### src/rtl/txs_burst_arbiter_if.sv
// Requester-side burst handshake plus the Avalon-MM write-burst master bus.
// "slave" is the arbiter's view; "master" is the requester/host side driving it.
interface txs_burst_arbiter_if;
  logic [1:0]   rq_req;
  logic [22:0]  rq0_addr, rq1_addr;
  logic [5:0]   rq0_len, rq1_len;
  logic [1:0]   rq_eof;
  logic [127:0] rq0_d, rq1_d;
  logic [1:0]   rq_dv;
  logic [1:0]   rq_gnt;
  logic [1:0]   rq_drdy;
  logic         txs_write;
  logic [22:0]  txs_address;
  logic [5:0]   txs_burstcount;
  logic [127:0] txs_writedata;
  logic         txs_waitrequest;

  modport slave (
    input  rq_req, rq0_addr, rq1_addr, rq0_len, rq1_len, rq_eof, rq0_d, rq1_d, rq_dv,
           txs_waitrequest,
    output rq_gnt, rq_drdy, txs_write, txs_address, txs_burstcount, txs_writedata
  );

  modport master (
    output rq_req, rq0_addr, rq1_addr, rq0_len, rq1_len, rq_eof, rq0_d, rq1_d, rq_dv,
           txs_waitrequest,
    input  rq_gnt, rq_drdy, txs_write, txs_address, txs_burstcount, txs_writedata
  );
endinterface

### src/rtl/txs_burst_arbiter.sv
// Two-requester round-robin arbiter feeding camera DMA bursts onto one Avalon write master.
// Illegal lengths are granted (to unblock the requester) but flagged in err and never issued.
module txs_burst_arbiter #(
  parameter int MAX_BURST = 32
) (
  input  logic              c,
  input  logic              rst,
  input  logic              en,
  txs_burst_arbiter_if.slave bus,
  output logic [1:0]        irq,
  input  logic [1:0]        irq_clr,
  output logic [1:0]        err,
  output logic              busy
);

  typedef enum logic {IDLE, BURST} state_t;

  localparam logic [6:0] MAXB = 7'(MAX_BURST);

  state_t      state_q, state_d;
  logic        owner_q, owner_d;
  logic        last_q, last_d;
  logic [22:0] addr_q, addr_d;
  logic [5:0]  len_q, len_d;
  logic        eof_q, eof_d;
  logic [5:0]  cnt_q, cnt_d;
  logic [1:0]  irq_q, irq_d;
  logic [1:0]  err_q, err_d;

  logic [1:0]  gnt, drdy, irq_set;
  logic        write, pick, dv, accept;
  logic [5:0]  sel_len;

  // Tie goes to whoever was not granted last; last_q resets to 1 so requester 0 wins first.
  assign pick    = (&bus.rq_req) ? ~last_q : bus.rq_req[1];
  assign sel_len = pick ? bus.rq1_len : bus.rq0_len;
  assign dv      = owner_q ? bus.rq_dv[1] : bus.rq_dv[0];
  assign accept  = write & ~bus.txs_waitrequest;

  always_comb begin
    state_d = state_q;
    owner_d = owner_q;
    last_d  = last_q;
    addr_d  = addr_q;
    len_d   = len_q;
    eof_d   = eof_q;
    cnt_d   = cnt_q;
    err_d   = err_q;
    gnt     = 2'b00;
    drdy    = 2'b00;
    write   = 1'b0;
    irq_set = 2'b00;
    case (state_q)
      IDLE: begin
        if (en && |bus.rq_req && !rst) begin
          gnt     = pick ? 2'b10 : 2'b01;
          owner_d = pick;
          last_d  = pick;
          addr_d  = pick ? bus.rq1_addr : bus.rq0_addr;
          len_d   = sel_len;
          eof_d   = pick ? bus.rq_eof[1] : bus.rq_eof[0];
          cnt_d   = 6'd0;
          if (sel_len == 6'd0 || {1'b0, sel_len} > MAXB)
            err_d = err_q | gnt;
          else
            state_d = BURST;
        end
      end
      BURST: begin
        write = dv & ~rst;
        if (accept) begin
          drdy  = owner_q ? 2'b10 : 2'b01;
          cnt_d = cnt_q + 6'd1;
          if (cnt_q + 6'd1 == len_q) begin
            state_d = IDLE;
            cnt_d   = 6'd0;
            if (eof_q) irq_set = drdy;
          end
        end
      end
      default: state_d = IDLE;
    endcase
    // A set arriving with its clear keeps the bit: the new frame must not be lost.
    irq_d = (irq_q & ~irq_clr) | irq_set;
  end

  always_ff @(posedge c) begin
    if (rst) begin
      state_q <= IDLE;
      owner_q <= 1'b0;
      last_q  <= 1'b1;
      addr_q  <= '0;
      len_q   <= '0;
      eof_q   <= 1'b0;
      cnt_q   <= '0;
      irq_q   <= '0;
      err_q   <= '0;
    end else begin
      state_q <= state_d;
      owner_q <= owner_d;
      last_q  <= last_d;
      addr_q  <= addr_d;
      len_q   <= len_d;
      eof_q   <= eof_d;
      cnt_q   <= cnt_d;
      irq_q   <= irq_d;
      err_q   <= err_d;
    end
  end

  assign bus.rq_gnt         = gnt;
  assign bus.rq_drdy        = drdy;
  assign bus.txs_write      = write;
  assign bus.txs_address    = addr_q;
  assign bus.txs_burstcount = len_q;
  assign bus.txs_writedata  = owner_q ? bus.rq1_d : bus.rq0_d;
  assign irq                = irq_q;
  assign err                = err_q;
  assign busy               = (state_q == BURST);

endmodule

### src/flat_wrapper.sv
// flat-port wrapper written by rule: the top's interface ports become plain ports
module txs_burst_arbiter_flat 
#(
  parameter int MAX_BURST = 32
)
  (c, rst, en, irq, irq_clr, err, busy, bus_rq_req, bus_rq0_addr, bus_rq1_addr, bus_rq0_len, bus_rq1_len, bus_rq_eof, bus_rq0_d, bus_rq1_d, bus_rq_dv, bus_txs_waitrequest, bus_rq_gnt, bus_rq_drdy, bus_txs_write, bus_txs_address, bus_txs_burstcount, bus_txs_writedata);
  txs_burst_arbiter_if bus_i ();
  input  logic c;
  input  logic rst;
  input  logic en;
  output logic [1:0] irq;
  input  logic [1:0] irq_clr;
  output logic [1:0] err;
  output logic busy;
  input wire logic [$bits(bus_i.rq_req)-1:0] bus_rq_req;
  input wire logic [$bits(bus_i.rq0_addr)-1:0] bus_rq0_addr;
  input wire logic [$bits(bus_i.rq1_addr)-1:0] bus_rq1_addr;
  input wire logic [$bits(bus_i.rq0_len)-1:0] bus_rq0_len;
  input wire logic [$bits(bus_i.rq1_len)-1:0] bus_rq1_len;
  input wire logic [$bits(bus_i.rq_eof)-1:0] bus_rq_eof;
  input wire logic [$bits(bus_i.rq0_d)-1:0] bus_rq0_d;
  input wire logic [$bits(bus_i.rq1_d)-1:0] bus_rq1_d;
  input wire logic [$bits(bus_i.rq_dv)-1:0] bus_rq_dv;
  input wire logic [$bits(bus_i.txs_waitrequest)-1:0] bus_txs_waitrequest;
  output wire logic [$bits(bus_i.rq_gnt)-1:0] bus_rq_gnt;
  output wire logic [$bits(bus_i.rq_drdy)-1:0] bus_rq_drdy;
  output wire logic [$bits(bus_i.txs_write)-1:0] bus_txs_write;
  output wire logic [$bits(bus_i.txs_address)-1:0] bus_txs_address;
  output wire logic [$bits(bus_i.txs_burstcount)-1:0] bus_txs_burstcount;
  output wire logic [$bits(bus_i.txs_writedata)-1:0] bus_txs_writedata;
  assign bus_i.rq_req = bus_rq_req;
  assign bus_i.rq0_addr = bus_rq0_addr;
  assign bus_i.rq1_addr = bus_rq1_addr;
  assign bus_i.rq0_len = bus_rq0_len;
  assign bus_i.rq1_len = bus_rq1_len;
  assign bus_i.rq_eof = bus_rq_eof;
  assign bus_i.rq0_d = bus_rq0_d;
  assign bus_i.rq1_d = bus_rq1_d;
  assign bus_i.rq_dv = bus_rq_dv;
  assign bus_i.txs_waitrequest = bus_txs_waitrequest;
  assign bus_rq_gnt = bus_i.rq_gnt;
  assign bus_rq_drdy = bus_i.rq_drdy;
  assign bus_txs_write = bus_i.txs_write;
  assign bus_txs_address = bus_i.txs_address;
  assign bus_txs_burstcount = bus_i.txs_burstcount;
  assign bus_txs_writedata = bus_i.txs_writedata;
  txs_burst_arbiter #(.MAX_BURST(MAX_BURST)) u_core (.c(c), .rst(rst), .en(en), .bus(bus_i), .irq(irq), .irq_clr(irq_clr), .err(err), .busy(busy));
endmodule
### config.mk
export PLATFORM = sky130hd
export DESIGN_NAME = txs_burst_arbiter_flat
export DESIGN_NICKNAME = d
export VERILOG_FILES = /design/src/rtl/txs_burst_arbiter_if.sv /design/src/rtl/txs_burst_arbiter.sv /design/src/flat_wrapper.sv
export SDC_FILE = /design/constraint.sdc
export NUM_CORES = 1
export LEC_CHECK = 0
export CAP_MARGIN = 20
export CORE_AREA = 2 2 190 192
export CTS_CLUSTER_DIAMETER = 60
export CTS_CLUSTER_SIZE = 12
export DETAILED_ROUTE_END_ITERATION = 7
export DIE_AREA = 0 0 192 194
export PLACE_DENSITY = 0.5
export SLEW_MARGIN = 20
export SYNTH_ARGS = -nofsm -noshare
export SYNTH_HDL_FRONTEND = slang
export SYNTH_SLANG_ARGS = --single-unit
export TNS_END_PERCENT = 30
### constraint.sdc
create_clock -name c -period 1.9 [get_ports c]
set_input_delay 0.38 -clock c [delete_from_list [all_inputs] [get_ports c]]
set_output_delay 0.38 -clock c [all_outputs]
set_load 0.05 [all_outputs]
==> flow_summary.json, run 1 <==
{
  "outcome": "finished with violations",
  "failing_checks": "setup timing",
  "ant_nets": 0,
  "tightest_slew_ns": 0.527,
  "design.final.nets": 1238,
  "final.period_utilization_pct": 106,
  "grt_overflow": 0,
  "avgRoutedWirePerCell_um": 20.9,
  "leakagePower_nw": 4.00,
  "final-hold-violation-count": 0,
  "placed_cells": 1358,
  "placement.setup.worst_slack_ns": -0.229,
  "synth-compound-area-share_pct": 11.0,
  "synth_xor_xnor_area_share_pct": 3.33,
  "synth-warning-count": 0,
  "drt-pass1-iter-count": 4,
  "critical_path_peak_fanout": 8,
  "maximum_buffer_depth_of_the_clock_tree": 2,
  "report.final.slew_viol_count": 0,
  "core_um2": 35200,
  "tritoncts_num_sinks": 43,
  "htreeDepth": 2,
  "final_cell_mix": "clkdlybuf4s50_1 (334), buf_6 (86), mux2_2 (80)",
  "p_total_w": 0.00525,
  "worst_r2r_path_depth": 7,
  "setup-violations-final": 93,
  "synth_top_cells_by_area": "mux2_2 (40%), dfxtp_1 (24%), a311oi_1 (7.4%)",
  "root_buffer": "clkbuf_16",
  "num-fill-cells": 3785,
  "ys_seq_elements": 43,
  "clk_pin_slew_ns": 0.06,
  "maxCapViolCount": 0,
  "layout_setup_ws_ns": -0.108,
  "tritoncts_clock_tree": "done",
  "first_iter_violations": 168,
  "syn-instance-count": 405,
  "critical_path.endpoint": "bus_txs_writedata[25]",
  "synth_top_cell_by_area": "mux2_2",
  "synth_fa_ha_area_share_pct": 0.350,
  "non_filler_cells_final": 1373,
  "worstSetupStartpointType": "register",
  "fraction_of_final_layout_cells_with_drive_strength_greater_than_1_pct": 38.4,
  "dr_total_vias": 5162,
  "max_slew_headroom_at_the_worst_pin_pct": 64.9,
  "clk_latency_ns": 0.29,
  "drt_drc_violations_left": 0,
  "final_common_cell": "clkdlybuf4s50_1",
  "timing.fmax_mhz": 498,
  "synth.mux.area_fraction_pct": 40.9,
  "dominant_combinational_cell_family_by_area_after_synthesis": "multiplexers",
  "initial_utilization_pct": 10.1,
  "buffer_ports.inserted": 492,
  "period_minus_slack_ns": 2.01,
  "setup_total_negative_slack_ns": -4.93,
  "vdd_ir_max_v": 0.000281,
  "synth.distinct_cells": 40,
  "global_route_wire_length_before_repair_mm": 38.3,
  "gpl.final_weighted_congestion": 0.864,
  "vias_in_the_first_global_route": 5364,
  "crit_path_arrival_time_ns": 1.63,
  "area_delta_synth_final_pct": 181,
  "antenna_violations_before_repair": 3,
  "setup.worst_path.end_class": "primary output",
  "finalWirelength_mm": 28.7,
  "holdCritPathClass": "register to register",
  "r2r_start": "u_core.cnt_q[0]",
  "hpwlAfterDp_mm": 24.0,
  "placement_rows": 69,
  "setup.worst_path.start": "u_core.owner_q",
  "synth.cell_area_um2": 3570,
  "seq_area_frac_synth_pct": 24.1,
  "mapped_nets": 732,
  "cts-hold-fix-buffers": 0,
  "r2r_setup_slack_ns": 0.12,
  "grt_usage_pct": 14.3,
  "share_of_the_synthesized_area_in_the_top_cell_type_pct": 40.4,
  "die_area_um2": 37200,
  "crit-reg2reg-capture": "u_core.cnt_q[5]",
  "power_density_nw_per_um2": 523,
  "die-width_um": 192,
  "sequential_cell_area_um2": 865,
  "clock_skew_ns": 0.00341,
  "worstSetupPathType": "register to primary output",
  "synth_simple_gate_area_share_pct": 16.3,
  "floorplan.die.height_um": 194,
  "post_synth.cell_area_avg_um2": 8.82,
  "boundaryPins": 493,
  "post_drt_via_cell_ratio": 3.76,
  "unrepaired_setup_endpoints_after_global_routing": "true",
  "largest_net_degree_at_the_start_of_global_routing": 47,
  "cts_inserted_buffers": 5,
  "timing.critical_path.required_ns": 1.52,
  "multi_input_comb_area_um2": 2790
}
cells by family (layout without fill, tap and decap cells):
family	count (synthesis)	count (layout)
other	0	1
DFF	43	43
muxes	130	130
buffers and inverters	37	543
and+or+nand+nor	134	134
xor gates and xnor gates	12	12
adders and majority gates	1	1
AOI/OAI and AO/OA	48	48
through the flow:
step                hold WS, ns  utilization, %  cell area, um^2
finish                    0.497            28.5            10000
global route              0.522            28.5            10000
CTS                       0.491            28.1             9880
detailed placement        0.476            25.9             9110
global placement          0.471            25.9             9110
floorplan                 0.438               -             3590
flip-flops by register name, indices dropped and copies added (netlist names):
signal	count
u_core.busy	1
u_core.last_q	1
u_core.owner_q	1
u_core.err	2
u_core.bus.txs_burstcount	6
u_core.eof_q	1
u_core.cnt_q	6
u_core.bus.txs_address	23
u_core.irq	2
per-layer routing:
metal,global-route usage [%],wire [um],part of all wire [%]
met1,16.7,11600,40
met2,25.8,14300,50
met3,3.69,2360,8.2
met4,3.34,515,1.8
met5,0,27,0.094
repair_timing:
action,in CTS,in global routing
pin swaps,1,3
setup endpoints to repair,127,136
cloned,3,1
setup buffers,3,1
gates resized for setup,133,32
power breakdown:
group	total [W]	switching [W]	internal [W]
clock	0.000997	0.000382	0.000615
combinational	0.00323	0.00170	0.00153
sequential	0.00102	0.0000486	0.000971
total	0.00525	0.00213	0.00312
cell type report:
cell class / instances / area share [%]
timing repair buffer: 532 / 56.1
multi-input combinational: 325 / 27.8
sequential: 43 / 8.62
tap: 461 / 5.75
clock buffer: 6 / 1.28
clock inverter: 1 / 0.299
inverter: 4 / 0.150
antenna: 1 / 0.0249
Yosys cell counts (all sizes together):
master and count:
a32o 2, xor2 5, xnor3 1, a21o 2, or3 1, mux2 128, dfxtp 43, or4 2
nand3 7, inv 4, o31ai 3, or2 1, nor3b 1, nor3 4, nand2b 1, o211ai 1
xnor2 6, nor4 1, and2 2, nand2 70, o211a 1, a311oi 30, ha 1, mux2i 2
nor2 42, buf 10, a221oi 1, a21oi 3, o21ai 3, a31oi 2, clkbuf 23, and3 2
critical path, stage by stage, from the launching register on:
cell,delay (ns)
dfxtp_4,0.39
buf_12,0.19
buf_4,0.18
mux2_2,0.37
buf_4,0.20
worst min-delay path by stage:
stage	cells past startpoint	end	from	slack, ns
CTS	2	u_core.irq[0]	u_core.irq[0]	0.49
floorplan	2	u_core.last_q	u_core.last_q	0.44
finish	2	u_core.bus.txs_address[21]	u_core.bus.txs_address[21]	0.50
global route	2	u_core.last_q	u_core.last_q	0.52
global placement	2	u_core.irq[0]	u_core.irq[0]	0.47
detailed placement	2	u_core.irq[0]	u_core.irq[0]	0.48
No activity file was read; power rests on OpenSTA's default activity.
==> inputs of run 2 (changes only) <==
--- a/config.mk
+++ b/config.mk
@@ -6,12 +6,14 @@
 export NUM_CORES = 1
 export LEC_CHECK = 0
 export CAP_MARGIN = 20
-export CORE_AREA = 2 2 190 192
+export CELL_PAD_IN_SITES_DETAIL_PLACEMENT = 0
+export CELL_PAD_IN_SITES_GLOBAL_PLACEMENT = 1
+export CORE_AREA = 2 2 193 195
 export CTS_CLUSTER_DIAMETER = 60
 export CTS_CLUSTER_SIZE = 12
 export DETAILED_ROUTE_END_ITERATION = 7
-export DIE_AREA = 0 0 192 194
-export PLACE_DENSITY = 0.5
+export DIE_AREA = 0 0 195 197
+export PLACE_DENSITY = 0.67
 export SLEW_MARGIN = 20
 export SYNTH_ARGS = -nofsm -noshare
 export SYNTH_HDL_FRONTEND = slang
==> flow_summary.json, run 2 (synthesized netlist as in run 1, its figures left out) <==
{
  "fin_hold_ws_ns": 0.476,
  "comb_power_share_pct": 60.6,
  "design.final.nets": 1232,
  "p_int_w": 0.00306,
  "largest_reg_flops": 23,
  "critical_path.cell_chain": "buf_12 -> mux2i_1 -> or3_4 -> nor2_4 -> buf_12",
  "gpl.final_weighted_congestion": 0.819,
  "post_drt_via_cell_ratio": 3.68,
  "timing.fmax_mhz": 498,
  "failing_checks": "setup timing",
  "setup.worst_path.end_class": "primary output",
  "cpPeakStageDelay_ns": 0.38,
  "top_usage_layer": "met2",
  "finalWirelength_mm": 27.5,
  "report.final.slew_viol_count": 0,
  "tritoncts_clock_tree": "done",
  "largest_net_degree_at_the_start_of_global_routing": 47,
  "initial_utilization_pct": 9.85,
  "antenna_violations_before_repair": 5,
  "layout_setup_ws_ns": -0.110,
  "area_delta_synth_final_pct": 175,
  "avgRoutedWirePerCell_um": 20.0,
  "drt_drc_violations_left": 0,
  "tightest_slew_ns": 0.513,
  "max_slew_headroom_at_the_worst_pin_pct": 65.7,
  "r2r_setup_slack_ns": 0.14,
  "timing.critical_path.required_ns": 1.52,
  "p_sw_w": 0.00213,
  "die_area_um2": 38400,
  "power_switching_share_pct": 41.0,
  "final.period_utilization_pct": 106,
  "clk_latency_ns": 0.29,
  "critical_path_peak_fanout": 9,
  "htreeDepth": 2,
  "p_total_w": 0.00518,
  "hpwlAfterDp_mm": 22.9,
  "postLayoutCoreUtil_pct": 27.1,
  "worstSetupStartpointType": "register",
  "final_cell_mix": "clkdlybuf4s50_1 (333), buf_4 (91), mux2_2 (82)",
  "vdd_ir_max_v": 0.000363,
  "grt_overflow": 0,
  "grt_use_met1_pct": 16.3,
  "die-width_um": 195,
  "cts_inserted_buffers": 5,
  "unrepaired_setup_endpoints_after_global_routing": "true",
  "final_common_cell": "clkdlybuf4s50_1",
  "worst_hold_path.num_cells": 2,
  "clk_pin_slew_ns": 0.07,
  "holdCritPathClass": "register to register",
  "global_route.usage.met2_pct": 23.4,
  "slowest_stage": "or3_4",
  "non_filler_cells_final": 1375,
  "boundaryPins": 493,
  "crit_path_arrival_time_ns": 1.63,
  "grt_usage_pct": 13.2,
  "placement_rows": 70,
  "worstSetupPathType": "register to primary output",
  "core_um2": 36300,
  "setup-violations-final": 70,
  "outcome": "finished with violations",
  "cp_dominant_cell_by_count": "buf_12",
  "hold-path-endpoint": "u_core.irq[0]",
  "vias_in_the_first_global_route": 5193,
  "worst_r2r_path_depth": 7,
  "first_iter_violations": 197,
  "ant_nets": 0,
  "clock_skew_ns": 0.00358,
  "dr_total_vias": 5057,
  "crit-reg2reg-capture": "u_core.cnt_q[5]",
  "maxCapViolCount": 0,
  "tritoncts_num_sinks": 43,
  "floorplan.die.height_um": 197,
  "buffer_ports.inserted": 492,
  "num-fill-cells": 3903,
  "maximum_buffer_depth_of_the_clock_tree": 2,
  "final-hold-violation-count": 0,
  "multi_input_comb_area_um2": 2780,
  "global_route_wire_length_before_repair_mm": 37.1,
  "sequential_cell_area_um2": 865,
  "root_buffer": "clkbuf_16",
  "power_density_nw_per_um2": 528,
  "r2r_start": "u_core.cnt_q[1]",
  "seq_power_share_pct": 19.6,
  "global_routing_usage_on_met3_pct": 3.73,
  "fraction_of_final_layout_cells_with_drive_strength_greater_than_1_pct": 38.1,
  "period_minus_slack_ns": 2.01,
  "power.clock.fraction_pct": 19.8,
  "drt-pass1-iter-count": 6,
  "placed_cells": 1359,
  "leakagePower_nw": 3.91,
  "hold_path_startpoint": "u_core.irq[0]"
}
==> run 2: final cells by class <==
cell class	count	area share, %
Clock buffer	5	1.27
Sequential cell	43	8.80
Inverter	4	0.153
Timing Repair Buffer	526	55.0
Multi-Input combinational cell	325	28.3
Antenna cell	1	0.0255
Clock inverter	3	0.446
Tap cell	468	5.96
==> run 2: metrics by stage <==
| stage | cell area (um^2) | setup slack [ns] | setup TNS, ns |
|---|---|---|---|
| 6_report | 9820 | -0.110 | -3.39 |
| 4_1_cts | 9710 | -0.107 | -4.89 |
| 5_1_grt | 9820 | -0.164 | -8.98 |
| 3_5_place_dp | 8900 | -0.199 | -0.649 |
| 2_1_floorplan | 3590 | -0.203 | -0.453 |
| 3_3_place_gp | 8900 | -0.200 | -0.531 |
==> run 2: critical path: cells and delay by family (launching register included) <==
family,cells,cell delay [ns]
muxes,1,0.15
buffers and inverters,2,0.29
DFF,1,0.36
and+or+nand+nor,2,0.52
==> run 2: worst max-delay path by stage <==
stage	from	end	slack, ns
floorplan	u_core.busy	bus_rq_drdy[0]	-0.20
global placement	bus_rq0_len[2]	u_core.busy	-0.20
detailed placement	bus_rq0_len[3]	u_core.busy	-0.20
CTS	u_core.owner_q	bus_rq_drdy[1]	-0.11
global route	u_core.owner_q	bus_rq_drdy[1]	-0.16
finish	u_core.owner_q	bus_rq_drdy[1]	-0.11
==> run 2: power by group through the flow <==
stage          combinational (W)  sequential [W]  clock, W
6_report                 0.00314         0.00102   0.00102
5_1_grt                  0.00327         0.00103   0.00111
4_1_cts                  0.00314         0.00102   0.00107
3_5_place_dp             0.00291         0.00104         0
3_3_place_gp             0.00291         0.00104         0
2_1_floorplan            0.00130         0.00125         0
==> run 2: routing by layer <==
metal | up-vias | wire [um]
met3 | 23 | 2020
met4 | 10 | 280
met5 | - | 68
met2 | 223 | 13700
li1 | 2469 | -
met1 | 2332 | 11500
==> run 2: what timing repair did <==
action | in CTS | in global routing
hold buffers | 0 | 0
setup endpoints to repair | 131 | 137
pin swaps | 2 | 2
cloned | 4 | 1
setup buffers | 3 | 0
gates resized for setup | 128 | 27
